File: src/rtl/pc_sequencer.sv
// Fetch-stage PC sequencer: owns the program counter, drives the next-PC mux selects,
// fetches the reset/interrupt vectors from imem[0]/imem[1] and sequences interrupt entry and return.
module pc_sequencer (
  input  logic       clk,
  input  logic       rst_n,
  input  logic       stall,
  input  logic       branch_taken,
  input  logic [7:0] branch_addr,
  input  logic       ret_req,
  input  logic       is_rti,
  input  logic       stack_valid,
  input  logic [7:0] stack_data,
  input  logic       intr,
  input  logic [7:0] imem_data,
  input  logic [7:0] pc_new,
  output logic [7:0] pc,
  output logic [7:0] pc_plus_1,
  output logic [7:0] stack_addr,
  output logic [7:0] reset_addr,
  output logic [7:0] interrupt_addr,
  output logic       pc_src,
  output logic [1:0] pc_in_sel,
  output logic [7:0] imem_addr,
  output logic       push_req,
  output logic [7:0] push_data,
  output logic       flush,
  output logic       intr_ack,
  output logic       busy
);

  typedef enum logic [3:0] {
    VEC_RST, CAP_RST, LOAD_RST, RUN, INT_PUSH,
    VEC_INT, CAP_INT, LOAD_INT, RET_WAIT
  } state_e;

  localparam logic [1:0] SEL_INT    = 2'b00;
  localparam logic [1:0] SEL_STACK  = 2'b01;
  localparam logic [1:0] SEL_BRANCH = 2'b10;
  localparam logic [1:0] SEL_RESET  = 2'b11;

  state_e     state_q, state_d;
  logic [7:0] pc_q, pc_d;
  logic [7:0] reset_addr_q, reset_addr_d;
  logic [7:0] interrupt_addr_q, interrupt_addr_d;
  logic       in_isr_q, in_isr_d;
  logic       is_rti_q, is_rti_d;

  // The branch target only feeds the external mux; it is not needed inside this block.
  logic branch_addr_unused;
  assign branch_addr_unused = ^branch_addr;

  always_ff @(posedge clk or negedge rst_n) begin
    if (!rst_n) begin
      state_q          <= VEC_RST;
      pc_q             <= 8'h00;
      reset_addr_q     <= 8'h00;
      interrupt_addr_q <= 8'h00;
      in_isr_q         <= 1'b0;
      is_rti_q         <= 1'b0;
    end else begin
      state_q          <= state_d;
      pc_q             <= pc_d;
      reset_addr_q     <= reset_addr_d;
      interrupt_addr_q <= interrupt_addr_d;
      in_isr_q         <= in_isr_d;
      is_rti_q         <= is_rti_d;
    end
  end

  always_comb begin
    state_d          = state_q;
    pc_d             = pc_q;
    reset_addr_d     = reset_addr_q;
    interrupt_addr_d = interrupt_addr_q;
    in_isr_d         = in_isr_q;
    is_rti_d         = is_rti_q;
    imem_addr        = pc_q;
    pc_src           = 1'b0;
    pc_in_sel        = SEL_INT;
    push_req         = 1'b0;
    flush            = 1'b0;
    intr_ack         = 1'b0;

    case (state_q)
      VEC_RST: begin
        imem_addr = 8'h00;
        state_d   = CAP_RST;
      end
      CAP_RST: begin
        reset_addr_d = imem_data;
        state_d      = LOAD_RST;
      end
      LOAD_RST: begin
        pc_src    = 1'b1;
        pc_in_sel = SEL_RESET;
        pc_d      = pc_new;
        state_d   = RUN;
      end
      RUN: begin
        if (stall) begin
          state_d = RUN;
        end else if (ret_req) begin
          is_rti_d = is_rti;
          state_d  = RET_WAIT;
        end else if (branch_taken) begin
          pc_src    = 1'b1;
          pc_in_sel = SEL_BRANCH;
          pc_d      = pc_new;
          flush     = 1'b1;
        end else if (intr && !in_isr_q) begin
          // PC is frozen here; push_data carries the address to resume at.
          push_req = 1'b1;
          intr_ack = 1'b1;
          flush    = 1'b1;
          in_isr_d = 1'b1;
          state_d  = INT_PUSH;
        end else begin
          pc_d = pc_new;
        end
      end
      INT_PUSH: begin
        state_d = VEC_INT;
      end
      VEC_INT: begin
        imem_addr = 8'h01;
        state_d   = CAP_INT;
      end
      CAP_INT: begin
        interrupt_addr_d = imem_data;
        state_d          = LOAD_INT;
      end
      LOAD_INT: begin
        pc_src    = 1'b1;
        pc_in_sel = SEL_INT;
        pc_d      = pc_new;
        state_d   = RUN;
      end
      RET_WAIT: begin
        if (stack_valid) begin
          pc_src    = 1'b1;
          pc_in_sel = SEL_STACK;
          pc_d      = pc_new;
          flush     = 1'b1;
          if (is_rti_q) begin
            in_isr_d = 1'b0;
          end
          state_d = RUN;
        end
      end
      default: begin
        state_d = VEC_RST;
      end
    endcase
  end

  assign pc             = pc_q;
  assign pc_plus_1      = pc_q + 8'd1;
  assign stack_addr     = stack_data;
  assign reset_addr     = reset_addr_q;
  assign interrupt_addr = interrupt_addr_q;
  assign push_data      = pc_q;
  assign busy           = (state_q != RUN);

endmodule

File: config.mk
export PLATFORM = sky130hd
export DESIGN_NAME = pc_sequencer
export DESIGN_NICKNAME = d
export VERILOG_FILES = /design/src/rtl/pc_sequencer.sv
export SDC_FILE = /design/constraint.sdc
export NUM_CORES = 1
export LEC_CHECK = 0
export CAP_MARGIN = 20
export CELL_PAD_IN_SITES_DETAIL_PLACEMENT = 1
export CELL_PAD_IN_SITES_GLOBAL_PLACEMENT = 2
export CORE_ASPECT_RATIO = 0.9
export CORE_MARGIN = 2
export CORE_UTILIZATION = 23
export DETAILED_ROUTE_END_ITERATION = 16
export PLACE_DENSITY = 0.9
export SYNTH_ARGS = -nofsm -noshare
export SYNTH_HDL_FRONTEND = slang
export SYNTH_SLANG_ARGS = --single-unit
File: constraint.sdc
create_clock -name clk -period 3.1 [get_ports clk]
set_clock_uncertainty 0.05 [all_clocks]
set_input_delay 0.31 -clock clk [delete_from_list [all_inputs] [get_ports clk]]
set_output_delay 0.31 -clock clk [all_outputs]
set_load 0.02 [all_outputs]
==> run_results.csv, run 1 <==
group,metric,value,unit
run_status,status,"completed",
synthesis,syn_avg_cell_area,11.3,µm²
worst_setup_path,cpMaxStageDelayCell,"dfrtp_1",
final_layout,diodes,0,
worst_setup_path,cp.arrival,2320,ps
placement,post-place-cells,303,
pwr,power.density,1270,mW/mm²
routing,num_vias,1370,
routing,drt_iter0_drc,31,
die,core,0.00711,mm²
timing,hold_viol,0,
placement,gp_congestion,0.761,
clocking,clk_latency,270,ps
synthesis,synthArstFlopShare,100,%
timing,post-route-period-util,86.3,%
synthesis,ys_seq_area_share,44.2,%
pwr,vdd_drop_max,408,µV
clocking,post_cts_resized,0,
routing,wl,4.37,mm
die,die_h,85.5,µm
synthesis,syn_inst,151,
worst_setup_path,r2r_end,"reset_addr[7]$_DFFE_PN0P_",
clocking,path_clk_slew,70,ps
routing,route.detailed.drc,0,
timing,min_period,2680,ps
synthesis,synth-seq-cells,30,
clocking,postCtsSetupBuffers,0,
global_routing,grt.total_usage,11.4,%
routing,wl_per_cell,14.0,µm
die,fp.dieArea,0.00809,mm²
placement,hpwl,3.28,mm
synthesis,synth-edff-count,0,
global_routing,grt_overflow,0,
global_routing,grt_max_degree,31,
global_routing,grt_pass1_vias,1427,
routing,drtPass1Iterations,4,
timing,setup_viol,0,
final_layout,drive_gt1_share,20.2,%
worst_setup_path,worstSetupPathType,"register to output pin",
synthesis,synth_ff_type,"dfrtp_1",
synthesis,ys_types,39,
worst_setup_path,cp_slowest_stage_delay,680,ps
synthesis,yosys-top-cells-area,"dfrtp_1, mux2_2, buf_4",
worst_setup_path,worst-r2r-setup-slack,1100,ps
timing,slew_viol_final,0,
global_routing,antenna_found_initial,0,
clocking,clock_path_buffers,2,
worst_setup_path,end_kind,"output pin",
die,start_util,23.9,%
timing,rsz0062_at_grt,"false",
placement,post-place-ws,603,ps
synthesis,ys_warn_count,0,
synthesis,synth_commonest_cells,"dfrtp_1, mux2_2, buf_4",
clocking,cts_hold_buf,0,
timing,tightest_slew,661,ps
pwr,leakagePower,1.05,nW
clocking,root_buffer,"clkbuf_8",
worst_setup_path,crit_required,2740,ps
worst_setup_path,rr_worst_depth,3,
hold_path,min_path_type,"input pin to asynchronous set/reset pin",
die,num_rows,29,
clocking,clkSinkCount,30,
synthesis,yosysTopAreaCell,"dfrtp_1",
worst_setup_path,r2r_start,"state_q[0]$_DFFE_PN0P_",
timing,tns,0,ps
routing,antenna_left,0,
run,drv_cap,0,
synthesis,yosysMostFrequentCell,"dfrtp_1",
timing,clock.fmax,374,MHz
timing,slew_headroom,55.6,%
timing,setup_slack,423,ps
final_layout,layout.nets,258,
synthesis,syn_area,0.00170,mm²
clocking,cts_tree,"done",
worst_setup_path,worstSetupStartpointType,"register",
clocking,numCtsBuffers,5,
worst_setup_path,critPathMaxFanout,14,
final_layout,syn2layout_area_growth,52.7,%
clocking,h-tree-depth,2,
synthesis,syn_nets,192,
placement,io_buffers,78,
global_routing,grt_pass1_wl,7.18,mm
routing,viasPerCell,4.41,
worst_setup_path,crit_chain,"nand4bb_1 > nor3_2 > and2_1 > clkdlybuf4s50_1",
die,pin_count,103,
synthesis,yosys.area.top_type_share,44.2,%
final_layout,final_cells,311,
die,die_w,94.6,µm
[stage by stage]
stage | utilization, % | total power [mW] | area, µm² | hold WS (ps)
after floorplan | - | 1.99 | 1700 | -35.6
after global placement | 34.5 | 2.81 | 2450 | 382
after detailed placement | 34.5 | 2.84 | 2450 | 387
after CTS | 36.5 | 3.35 | 2590 | 393
after global routing | 36.5 | 3.51 | 2590 | 413
final | 36.5 | 3.30 | 2590 | 385
[cell families (layout without fill, tap and decap cells)]
family,count (synthesis),after routing,share of synthesized area [%]
buf+inv,27,94,11.0
compound gates,18,18,7.51
simple gates,43,43,16.4
xor+xnor,7,7,3.61
mux,25,25,16.6
flops,30,30,44.2
fa+ha+maj,1,1,0.736
[state kept, by name, summed over array words and instances (netlist names)]
register        flops
interrupt_addr      8
is_rti_q            1
pc                  8
state_q             4
reset_addr          8
in_isr_q            1
[routing by layer]
layer	track usage (%)	share of wire [%]
met5	0	0
met4	4.48	1.4
met3	2.99	7.1
met2	18.1	47
met1	14.8	45
[critical path: cells and delay by family, from the launching register on]
kind	cells	cell delay, ps
DFF	1	680
and+or+nand+nor	3	740
buffers and inverters	1	620
[area by class of cell]
type,instances,area (µm²)
multi-input combinational,94,762
tap,93,116
sequential,30,751
timing repair buffer,81,803
clock buffer,6,82.6
fill,797,4520
clock inverter,2,60.1
inverter,5,18.8
[worst max-delay path by stage]
stage                                      start  depth (start not counted)  endpoint
after floorplan           state_q[1]$_DFFE_PN0P_                          4    pc_src
after global placement               stack_valid                          6    pc_src
after detailed placement             stack_valid                          6    pc_src
after CTS                 state_q[1]$_DFFE_PN0P_                          4  intr_ack
after global routing      state_q[1]$_DFFE_PN0P_                          4  intr_ack
final                     state_q[1]$_DFFE_PN0P_                          4  intr_ack
[placed cells by master, fill, tap and decap left out, types with 3 or more instances in the layout]
cell / n
mux2_2: 25
clkbuf_8: 6
buf_4: 3
inv_1: 4
clkdlybuf4s50_1: 78
and2_1: 7
nand2_1: 8
nor2_1: 6
xnor2_1: 5
dfrtp_1: 30
nor3_1: 4
a21oi_1: 8
[where the power goes]
| part | switching [mW] | internal, mW | leakage, nW |
|---|---|---|---|
| logic | 0.956 | 1.04 | 0.611 |
| registers | 0.228 | 0.578 | 0.367 |
| clock network | 0.150 | 0.343 | 0.0714 |
Power figures use the tool's default switching activity.
==> run 2, diff against run 1 <==
CTS_CLUSTER_DIAMETER = 150   (was default)
==> results of run 2 <==
Final layout, timing and power as in run 1 (identical DEF).
==> run 3, diff against run 2 <==
GPL_TIMING_DRIVEN = 1   (was default)
==> results of run 3 <==
Final layout, timing and power as in run 1 (identical DEF).
